--- src/rtl/k_video_pkg.sv ---
// Shared constants for the video block: register map, status bit indices and
// default beam counter widths.
package k_video_pkg;

  localparam int HW_DEF = 9;
  localparam int VW_DEF = 9;

  localparam logic [2:0] REG_CMP_LO   = 3'd0;
  localparam logic [2:0] REG_CMP_HI   = 3'd1;
  localparam logic [2:0] REG_STATUS   = 3'd2;
  localparam logic [2:0] REG_LAT_V_LO = 3'd3;
  localparam logic [2:0] REG_LAT_V_HI = 3'd4;
  localparam logic [2:0] REG_LAT_H    = 3'd5;
  localparam logic [2:0] REG_FRAME    = 3'd6;
  localparam logic [2:0] REG_GUN      = 3'd7;

  localparam int ST_RASTER = 0;
  localparam int ST_VBL    = 1;
  localparam int ST_GUN    = 2;

endpackage

--- src/rtl/k_edge_fall.sv ---
// Pixel-enable gated sampler for an active-low timing strobe. fall is high
// for the whole enable period after the sample that saw 1 -> 0.
module k_edge_fall (
  input  logic clk,
  input  logic rst_n,
  input  logic ce,
  input  logic din,
  output logic fall
);

  logic cur;
  logic prev;

  // Two-stage sample history; both idle high so leaving reset is never an edge.
  always_ff @(posedge clk or negedge rst_n) begin
    if (!rst_n) begin
      cur  <= 1'b1;
      prev <= 1'b1;
    end else if (ce) begin
      prev <= cur;
      cur  <= din;
    end
  end

  assign fall = prev & ~cur;

endmodule

--- src/rtl/k_raster_irq.sv ---
// Raster position tracker and interrupt source. Rebuilds the beam position
// from the timing generator strobes, raises raster-line and vblank-start
// interrupts and exposes a CPU register file with a latched beam position.
// Optional light gun capture is built when K_RASTER_LIGHTGUN_EN is defined.
//
// CPU bus: there is no handshake. Any PIN_CLK cycle with PIN_CS low is a
// transfer. PIN_RW high reads: PIN_DB_OUT follows PIN_AB combinationally.
// PIN_RW low writes PIN_DB_IN on that rising edge; repeated cycles rewrite.
module k_raster_irq
  import k_video_pkg::*;
#(
  parameter int HW = HW_DEF,
  parameter int VW = VW_DEF
) (
  input  logic          PIN_CLK,
  input  logic          PIN_RESET,
  input  logic          PIN_CE,
  input  logic          PIN_NHLD,
  input  logic          PIN_NVLD,
  input  logic          PIN_NHBK,
  input  logic          PIN_NVBK,
`ifdef K_RASTER_LIGHTGUN_EN
  input  logic          PIN_NTRIG,
`endif
  input  logic          PIN_CS,
  input  logic          PIN_RW,
  input  logic [2:0]    PIN_AB,
  input  logic [7:0]    PIN_DB_IN,
  output logic [7:0]    PIN_DB_OUT,
  output logic          PIN_IRQ,
  output logic [HW-1:0] PIN_HPOS,
  output logic [VW-1:0] PIN_VPOS,
  output logic          PIN_ACTIVE
);

  localparam logic [HW-1:0] H_MAX = {HW{1'b1}};
  localparam logic [VW-1:0] V_MAX = {VW{1'b1}};

  logic [HW-1:0] hpos;
  logic [VW-1:0] vpos;
  logic [VW-1:0] vpos_next;
  logic [VW-1:0] cmp;
  logic [7:0]    frame;
  logic [7:0]    lat_h;
  logic          lat_v_hi;
  logic          lat_vbl;
  logic          in_vblank;
  logic          active;
  logic          irq;
  logic [2:0]    en;
  logic [2:0]    en_wr;
  logic [2:0]    status;
  logic [2:0]    st_set;
  logic [2:0]    st_clr;
  logic          hld_fall;
  logic          vld_fall;
  logic          vbk_fall;
  logic          raster_ev;
  logic          gun_ev;
  logic          wr;
  logic          rd_lat;

  assign wr     = ~PIN_CS & ~PIN_RW;
  assign rd_lat = ~PIN_CS & PIN_RW & (PIN_AB == REG_LAT_V_LO);

  k_edge_fall u_hld (
    .clk   (PIN_CLK),
    .rst_n (PIN_RESET),
    .ce    (PIN_CE),
    .din   (PIN_NHLD),
    .fall  (hld_fall)
  );

  k_edge_fall u_vld (
    .clk   (PIN_CLK),
    .rst_n (PIN_RESET),
    .ce    (PIN_CE),
    .din   (PIN_NVLD),
    .fall  (vld_fall)
  );

  k_edge_fall u_vbk (
    .clk   (PIN_CLK),
    .rst_n (PIN_RESET),
    .ce    (PIN_CE),
    .din   (PIN_NVBK),
    .fall  (vbk_fall)
  );

`ifdef K_RASTER_LIGHTGUN_EN
  logic       trig_fall;
  logic [7:0] gun_h;
  logic [7:0] gun_v;

  k_edge_fall u_trig (
    .clk   (PIN_CLK),
    .rst_n (PIN_RESET),
    .ce    (PIN_CE),
    .din   (PIN_NTRIG),
    .fall  (trig_fall)
  );

  // A pending gun hit blocks new triggers until software clears it.
  assign gun_ev = PIN_CE & trig_fall & ~status[ST_GUN];
  assign en_wr  = PIN_DB_IN[3:1];

  // Snapshot the beam position at the trigger instant.
  always_ff @(posedge PIN_CLK or negedge PIN_RESET) begin
    if (!PIN_RESET) begin
      gun_h <= 8'h00;
      gun_v <= 8'h00;
    end else if (gun_ev) begin
      gun_h <= hpos[HW-1 -: 8];
      gun_v <= vpos[7:0];
    end
  end
`else
  assign gun_ev = 1'b0;
  assign en_wr  = {1'b0, PIN_DB_IN[2:1]};
`endif

  // Next line value: frame start wins over line start; line count saturates.
  always_comb begin
    vpos_next = vpos;
    if (vld_fall) begin
      vpos_next = '0;
    end else if (hld_fall && (vpos != V_MAX)) begin
      vpos_next = vpos + VW'(1);
    end
  end

  // Fire only when a line start actually moves the beam onto the compare
  // line, so sitting saturated at the last line does not refire.
  assign raster_ev = PIN_CE & hld_fall & (vpos_next != vpos) & (vpos_next == cmp);

  // Beam position, frame count and display-area flags advance on pixel enable.
  always_ff @(posedge PIN_CLK or negedge PIN_RESET) begin
    if (!PIN_RESET) begin
      hpos      <= '0;
      vpos      <= '0;
      frame     <= 8'h00;
      active    <= 1'b0;
      in_vblank <= 1'b0;
    end else if (PIN_CE) begin
      if (hld_fall) begin
        hpos <= '0;
      end else if (hpos != H_MAX) begin
        hpos <= hpos + HW'(1);
      end
      vpos <= vpos_next;
      if (vld_fall) begin
        frame <= frame + 8'd1;
      end
      active    <= PIN_NHBK & PIN_NVBK;
      in_vblank <= ~PIN_NVBK;
    end
  end

  // Status set/clear terms; a set in the same cycle as a clear wins.
  always_comb begin
    st_set            = 3'b000;
    st_set[ST_RASTER] = raster_ev;
    st_set[ST_VBL]    = PIN_CE & vbk_fall;
    st_set[ST_GUN]    = gun_ev;
    st_clr            = 3'b000;
    if (wr && (PIN_AB == REG_STATUS)) begin
      st_clr = PIN_DB_IN[2:0];
    end
  end

  // CPU-writable registers and the sticky status bits.
  always_ff @(posedge PIN_CLK or negedge PIN_RESET) begin
    if (!PIN_RESET) begin
      cmp    <= V_MAX;
      en     <= 3'b000;
      status <= 3'b000;
    end else begin
      if (wr && (PIN_AB == REG_CMP_LO)) begin
        cmp[7:0] <= PIN_DB_IN;
      end
      if (wr && (PIN_AB == REG_CMP_HI)) begin
        cmp[VW-1] <= PIN_DB_IN[0];
        en        <= en_wr;
      end
      status <= (status & ~st_clr) | st_set;
    end
  end

  // Interrupt line follows the status register one clock later.
  always_ff @(posedge PIN_CLK or negedge PIN_RESET) begin
    if (!PIN_RESET) begin
      irq <= 1'b1;
    end else begin
      irq <= ~|(status & en);
    end
  end

  // Reading the low line byte freezes the rest of the position for later reads.
  always_ff @(posedge PIN_CLK or negedge PIN_RESET) begin
    if (!PIN_RESET) begin
      lat_vbl  <= 1'b0;
      lat_v_hi <= 1'b0;
      lat_h    <= 8'h00;
    end else if (rd_lat) begin
      lat_vbl  <= in_vblank;
      lat_v_hi <= vpos[VW-1];
      lat_h    <= hpos[HW-1 -: 8];
    end
  end

  // Register read mux, combinational from the address.
  always_comb begin
    PIN_DB_OUT = 8'h00;
    case (PIN_AB)
      REG_CMP_LO:   PIN_DB_OUT = cmp[7:0];
      REG_CMP_HI:   PIN_DB_OUT = {4'b0000, en, cmp[VW-1]};
      REG_STATUS:   PIN_DB_OUT = {5'b00000, status};
      REG_LAT_V_LO: PIN_DB_OUT = vpos[7:0];
      REG_LAT_V_HI: PIN_DB_OUT = {6'b000000, lat_vbl, lat_v_hi};
`ifdef K_RASTER_LIGHTGUN_EN
      REG_LAT_H:    PIN_DB_OUT = status[ST_GUN] ? gun_h : lat_h;
      REG_GUN:      PIN_DB_OUT = gun_v;
`else
      REG_LAT_H:    PIN_DB_OUT = lat_h;
      REG_GUN:      PIN_DB_OUT = 8'h00;
`endif
      REG_FRAME:    PIN_DB_OUT = frame;
      default:      PIN_DB_OUT = 8'h00;
    endcase
  end

  assign PIN_HPOS   = hpos;
  assign PIN_VPOS   = vpos;
  assign PIN_IRQ    = irq;
  assign PIN_ACTIVE = active;

endmodule

--- config.mk ---
export PLATFORM = sky130hd
export DESIGN_NAME = k_raster_irq
export DESIGN_NICKNAME = d
export VERILOG_FILES = /design/src/rtl/k_video_pkg.sv /design/src/rtl/k_edge_fall.sv /design/src/rtl/k_raster_irq.sv
export SDC_FILE = /design/constraint.sdc
export NUM_CORES = 1
export LEC_CHECK = 0
export ABC_AREA = 1
export BUFFER_PORTS_ARGS = -buffer_cell sky130_fd_sc_hd__buf_4
export CAP_MARGIN = 20
export CORE_MARGIN = 3
export CORE_UTILIZATION = 60
export CTS_CLUSTER_SIZE = 14
export DETAILED_ROUTE_END_ITERATION = 10
export GPL_TIMING_DRIVEN = 0
export PLACE_DENSITY = 0.9
export RECOVER_POWER = 100
export SYNTH_ARGS = -nofsm -noshare
export SYNTH_HDL_FRONTEND = slang
export SYNTH_SLANG_ARGS = --single-unit
--- constraint.sdc ---
create_clock -name PIN_CLK -period 4.7 [get_ports PIN_CLK]
set_input_delay 0.235 -clock PIN_CLK [delete_from_list [all_inputs] [get_ports PIN_CLK]]
set_output_delay 0.235 -clock PIN_CLK [all_outputs]
set_load 0.05 [all_outputs]
==> reports/metrics.yaml, run 1 <==
status: "finished with violations"
failed_checks: "max-capacitance violations, max-slew violations"
routed_wl_mm: 8.231
synth_top_area_frac: 0.3336
place_area_um2: 3666
synth_area_um2: 3226
cts_sinks: 59
holdPathEnd: "u_vld.cur"
diodes: 0
grt_overflow: 0
cp-start-kind: "primary input"
synth_edf_count: 0
ys_seq_area_frac: 0.4639
portBuffers: 47
grt_pass1_vias: 2912
ios: 48
start_util: 0.6276
dr_total_vias: 3127
synthDistinctLibCells: 38
met1_length_mm: 3.329
hp-class: "in2reg"
slew_headroom: -1.049
reg2reg_depth: 17
hpwl_mm: 6.001
required_ns: 4.46
crit_family: "buffers and inverters"
skew_ns: 0.008477
synthTopCellsByArea: "dfrtp_1, dfstp_2, nand2_1"
async_flop_share: 1.000
die_area_um2: 6292
yosysWarnings: 0
layout_min_cycle_time_ns: 3.197
area.sequential_um2: 1496
synth.largest_area_cell: "dfrtp_1"
ys_top_cells_by_count: "nand2_1, inv_1, dfrtp_1, nor2_1, o21ai_0"
worst_r2r_startpoint: "PIN_VPOS[1]"
worstSetupPathType: "in2async"
hold_slack_ns: 0.1067
die_w_um: 79.32
hold_path_depth: 3
tritoncts: "yes"
vias_per_cell: 5.845
setup_viol: 0
drv_cap: 1
fillers: 455
r2r_slack_ns: 1.80
leakage_nw: 1.736
grt_pass1_wl_mm: 13.64
rsz0062_at_grt: "no"
yosysMostFrequentCell: "nand2_1"
synthesis.nets: 426
area_growth_pct: 13.65
ys.flop_type: "dfrtp_1"
peakVddDrop_v: 0.0003019
grt_use_total: 0.2820
post-route-util: 0.7132
rows: 26
arrival_ns: 2.96
regToRegEndpoint: "status[0]"
path_max_fanout: 59
die_h_um: 79.32
drive_above_1_share: 0.1226
clk_pin_slew_ns: 0.06
endpoint_kind: "async pin"
hold_start: "PIN_NVLD"
dr.pass1.iters: 5
powerDensity_nw_per_um2: 427.4
crit_slowest_cell: "clkbuf_1"
grt_max_degree: 60
worstSkewPairLatency_ns: 0.34
cts_made_buffers: 9
met2_length_mm: 3.932
path_cells: "dlygate4sd3_1, clkbuf_1"
detail_route.wl_per_cell_um: 15.39
final-hold-violation-count: 0
highest_layer: "met4"
period_share: 0.6803
cts_root_buf: "clkbuf_8"
ant_nets: 0
cts_htree_levels: 3
final_area_um2: 3666
drc: 0
met3_length_um: 793
design.core.area_um2: 5140
fin_nets: 485
fmax_mhz: 312.8
setup-tns-final_ns: 0
drt-initial-drc-count: 447
antenna_found_initial: 0
worst_pin_slew_ns: 3.074
slew_viol_final: 60
syn_area_per_cell_um2: 8.044
ys_seq_elements: 59
syn_inst: 401
critPathBufInv: 2
multi_input_area_um2: 1424
cts_buffer_depth: 2
finalPower_mw: 1.567
finalWeightedCongestion: 0.9630
slowest_delay_ns: 2.16
flip-flops by register name, summed over array words and instances (netlist names), 2 cells and up:
register  flops
lat_h         8
PIN_HPOS      9
frame         8
en            2
PIN_VPOS      9
status        3
cmp           9
placed cells by master, fill, tap and decap left out, types with 11 or more instances in the layout:
cell,netlist,routed
clkbuf_8,0,12
nand3_1,28,30
dfstp_2,16,15
dfrtp_1,43,43
o21ai_0,29,36
nand4_1,11,11
a21oi_1,19,20
nor2_1,29,33
inv_1,49,51
nand2_1,102,103
clkbuf_1,3,40
buf_4,0,16
worst max path at each step:
stage          cells after the start   startpoint         to  slack (ns)
3_3_place_gp                      18  PIN_VPOS[1]  status[0]        2.20
4_1_cts                           18  PIN_VPOS[1]  status[0]        2.07
2_1_floorplan                     18  PIN_VPOS[1]  status[0]        2.20
6_report                           2    PIN_RESET   frame[6]        1.50
5_1_grt                            2    PIN_RESET   frame[6]        0.95
3_5_place_dp                      18  PIN_VPOS[1]  status[0]        2.09
cell families after synthesis:
logic type	Yosys count	synth area share
adders and majority gates	5	0.01939
AOI/OAI and AO/OA	73	0.1323
muxes	2	0.006982
xor gates and xnor gates	7	0.01901
buffers and inverters	59	0.07409
and+or+nand+nor	196	0.2843
DFF	59	0.4639
layer usage:
| layer | GRT usage | up-vias |
|---|---|---|
| met4 | 0.1014 | 0 |
| met1 | 0.3758 | 1476 |
| met5 | 0 | - |
| met3 | 0.06009 | 19 |
| li1 | - | 1447 |
| met2 | 0.4554 | 185 |
stage by stage:
| stage | setup WS [ns] | std cells |
|---|---|---|
| finish | 1.503 | 535 |
| floorplan | 2.200 | 401 |
| global route | 0.9471 | 535 |
| global placement | 2.196 | 518 |
| detailed placement | 2.094 | 518 |
| CTS | 2.069 | 535 |
final cells by class:
cell class,instances,area share
flip-flops and latches,59,0.4082
multi-input cells,283,0.3884
repair buffers,48,0.06724
inverters,51,0.05222
clock buffers,14,0.04710
well taps,70,0.02389
plain buffers,8,0.01024
clock inverters,2,0.002730
timing repair:
action / 4_1_cts / 5_1_grt
resized for setup: 0 / 0
hold buffers: 1 / 0
setup buffers: 0 / 0
endpoints found under the hold margin: 43 / 0
tightest hold or removal path, delay by kind of cell:
kind	cells	cell delay, ns
compound gates	1	0.06
buf+inv	1	0.07
simple gates	1	0.04
report_power, final:
group          internal, mW  leakage [nW]  switching, mW
sequential            0.614         0.723         0.0973
combinational         0.121         0.917          0.308
clock                 0.233        0.0965          0.194
total                 0.968          1.74          0.599
Note: power is estimated with default switching activity, not from simulation.
==> inputs of run 2 (changes only) <==
--- a/config.mk
+++ b/config.mk
@@ -9,11 +9,11 @@
 export BUFFER_PORTS_ARGS = -buffer_cell sky130_fd_sc_hd__buf_4
 export CAP_MARGIN = 20
 export CORE_MARGIN = 3
-export CORE_UTILIZATION = 60
+export CORE_UTILIZATION = 51
 export CTS_CLUSTER_SIZE = 14
 export DETAILED_ROUTE_END_ITERATION = 10
 export GPL_TIMING_DRIVEN = 0
-export PLACE_DENSITY = 0.9
+export PLACE_DENSITY = 0.82
 export RECOVER_POWER = 100
 export SYNTH_ARGS = -nofsm -noshare
 export SYNTH_HDL_FRONTEND = slang
==> constraint.sdc (replaced) <==
create_clock -name PIN_CLK -period 2.7 [get_ports PIN_CLK]
set_input_delay 0.135 -clock PIN_CLK [delete_from_list [all_inputs] [get_ports PIN_CLK]]
set_output_delay 0.135 -clock PIN_CLK [all_outputs]
set_load 0.05 [all_outputs]
==> run 2 against run 1 <==
Compared with the run above: the flow now finishes without violations; die area up 16%; sequential share of layout area is 0.73 points lower; wire length down 1.1%; utilization fell by 9.3 points; design area grew 2.0%; sequential power up 74%; via count down 2.6%; global-route usage is 4.1 points lower; critical path type is now reg2reg.
==> reports/metrics.yaml, run 2 (same netlist as run 1, synthesis figures left out) <==
status: "finished, final reports clean"
hp-class: "in2reg"
area_growth_pct: 15.90
reg2reg_depth: 17  # unchanged
regToRegEndpoint: "status[0]"
drv_cap: 0  # -1
crit_slowest_cell: "dfrtp_2"
dr.pass1.iters: 5  # unchanged
powerDensity_nw_per_um2: 727.4  # +70%
drc: 0  # unchanged
grtUsageMet2: 0.3927  # -0.06273
cp-start-kind: "register"
fillers: 567  # +25%
drt-initial-drc-count: 225  # -50%
grt_max_degree: 60  # unchanged
r2r_slack_ns: 0.20  # -1.60 ns
p_switching_mw: 1.046  # +75%
cts_root_buf: "clkbuf_8"
die_h_um: 85.53  # +7.8%
routed_wl_mm: 8.143  # -1.1%
worstSkewPairLatency_ns: 0.35  # about the same
clockPowerShare: 0.266  # -0.007
detail_route.wl_per_cell_um: 15.00  # -2.5%
die_area_um2: 7315  # +16%
grt_overflow: 0  # unchanged
cts_buffer_depth: 2  # unchanged
diodes: 0  # unchanged
grt_use_met1: 0.3110  # -0.06487
finalWeightedCongestion: 0.9753  # +1.3%
skew_ns: 0.006234  # -0.002243 ns
slew_headroom: 0.05853  # +1.108
place_area_um2: 3672  # +0.17%
postCtsSetupBuffers: 0  # unchanged
hold_slack_ns: 0.01780  # -0.08890 ns
grt_use_total: 0.2409  # -0.04109
clk_pin_slew_ns: 0.06  # about the same
antenna_found_initial: 0  # unchanged
hold_path_depth: 3  # unchanged
path_max_fanout: 6  # -90%
mostFrequentLayoutCells: "nand2_1, inv_1, dfrtp_1"
grt_pass1_wl_mm: 13.62  # -0.15%
cts_sinks: 59  # unchanged
leakage_nw: 1.787  # +2.9%
peakVddDrop_v: 0.0006033  # +100%
slew_viol_final: 0  # -100%
cts_htree_levels: 3  # unchanged
fmax_mhz: 400.2
grt_pass1_vias: 2893  # -0.65%
final_common_cell: "nand2_1"
tritoncts: "yes"
holdPathEnd: "PIN_ACTIVE"
dr_total_vias: 3046  # -2.6%
endpoint_kind: "register"
p_sw_frac: 0.3848  # +0.002407
drive_above_1_share: 0.1410  # +0.01844
period_share: 0.9255
arrival_ns: 2.79  # -0.17 ns
hpwl_mm: 6.135  # +2.2%
rows: 28  # +7.7%
met3_usage: 0.05283  # -0.007257
worstSetupPathType: "reg2reg"
seqPwrFrac: 0.455  # about the same
setup_viol: 0  # unchanged
start_util: 0.5353  # -0.09226
ant_nets: 0  # unchanged
crit_path_frequent_cell: "nand2_1"
path_cells: "ha_1, nand2_1, nor2_8, nand3_1, nor2_1, ha_1, inv_1, nand3_1, nor2_2, nand3_1, nand3_1, nand2_1, nand2_1, nand2_1, nor2_1, nand2_1, nand2_1"
rsz0062_at_grt: "no"
die_w_um: 85.53  # +7.8%
hold_start: "PIN_NVBK"
finalPower_mw: 2.719  # +74%
final-hold-violation-count: 0  # unchanged
vias_per_cell: 5.610  # -4.0%
post-route-util: 0.6204  # -0.09281
design.core.area_um2: 6026  # +17%
fin_nets: 488  # +0.62%
ios: 48  # unchanged
busiest_layer: "met2"
setup-tns-final_ns: 0  # unchanged
portBuffers: 47  # unchanged
required_ns: 2.99  # -1.47 ns
power.internal_mw: 1.673  # +73%
cts_made_buffers: 9  # unchanged
slowest_delay_ns: 0.45  # -1.71 ns
final_area_um2: 3739  # +2.0%
layout_min_cycle_time_ns: 2.499
worst_r2r_startpoint: "PIN_VPOS[0]"
worst_pin_slew_ns: 1.412  # -1.662 ns
combinationalPowerShare: 0.279  # +0.006
[run 2: cell count changes in the layout (fill, tap and decap cells not counted), sizes merged]
cell / previous run / this run
buf: 17 / 21
clkbuf: 52 / 48
dlygate4sd3: 1 / 4
[run 2: power groups by stage]
| stage | registers (mW) | logic, mW | clock network [mW] |
|---|---|---|---|
| 2_1_floorplan | 1.36 | 0.413 | 0 |
| 3_3_place_gp | 1.24 | 0.786 | 0 |
| 3_5_place_dp | 1.25 | 0.810 | 0 |
| 4_1_cts | 1.23 | 0.818 | 0.736 |
| 5_1_grt | 1.26 | 0.835 | 0.781 |
| 6_report | 1.24 | 0.757 | 0.723 |
[run 2: worst max-delay path by stage]
stage / slack [ns] / from / endpoint / depth (start not counted)
2_1_floorplan: 0.20 / PIN_VPOS[1] / status[0] / 18
3_3_place_gp: 0.26 / PIN_VPOS[0] / status[0] / 18
3_5_place_dp: 0.22 / PIN_VPOS[0] / status[0] / 18
4_1_cts: 0.20 / PIN_VPOS[0] / status[0] / 18
5_1_grt: 0.001 / PIN_VPOS[0] / status[0] / 17
6_report: 0.20 / PIN_VPOS[0] / status[0] / 17
[run 2: what timing repair did]
item / 4_1_cts / 5_1_grt
resized for setup: 0 / 2
endpoints found under the hold margin: 46 / 0
hold buffers: 4 / 0
setup endpoints to repair: 0 / 1
[run 2: cell type report]
type,count,area [um2],area share
Sequential cell,59,1499,0.4009
Buffer,8,45.04,0.01205
Inverter,51,191.4,0.05120
Tap cell,75,93.84,0.02510
Timing Repair Buffer,51,289.0,0.07731
Multi-Input combinational cell,283,1448,0.3872
Clock inverter,2,10.01,0.002677
Clock buffer,14,162.7,0.04351
[run 2: stage by stage]
stage / instances / setup slack, ns
2_1_floorplan: 401 / 0.1997
3_3_place_gp: 523 / 0.2553
3_5_place_dp: 523 / 0.2158
4_1_cts: 543 / 0.1982
5_1_grt: 543 / 0.001122
6_report: 543 / 0.2012
[run 2: worst max-delay path, delay by kind of cell, from the launching register on]
kind	cells	cell delay, ns
adders and majority gates	2	0.46
and+or+nand+nor	14	1.48
buffers and inverters	1	0.06
DFF	1	0.45
[run 2: layer usage]
layer  vias to the layer above  part of all wire  wire [um]
met2                       119              0.48       3933
met1                      1443              0.42       3444
met5                         -                 0          0
met3                        19             0.072        587
met4                         0             0.022        178
li1                       1465                 -          -
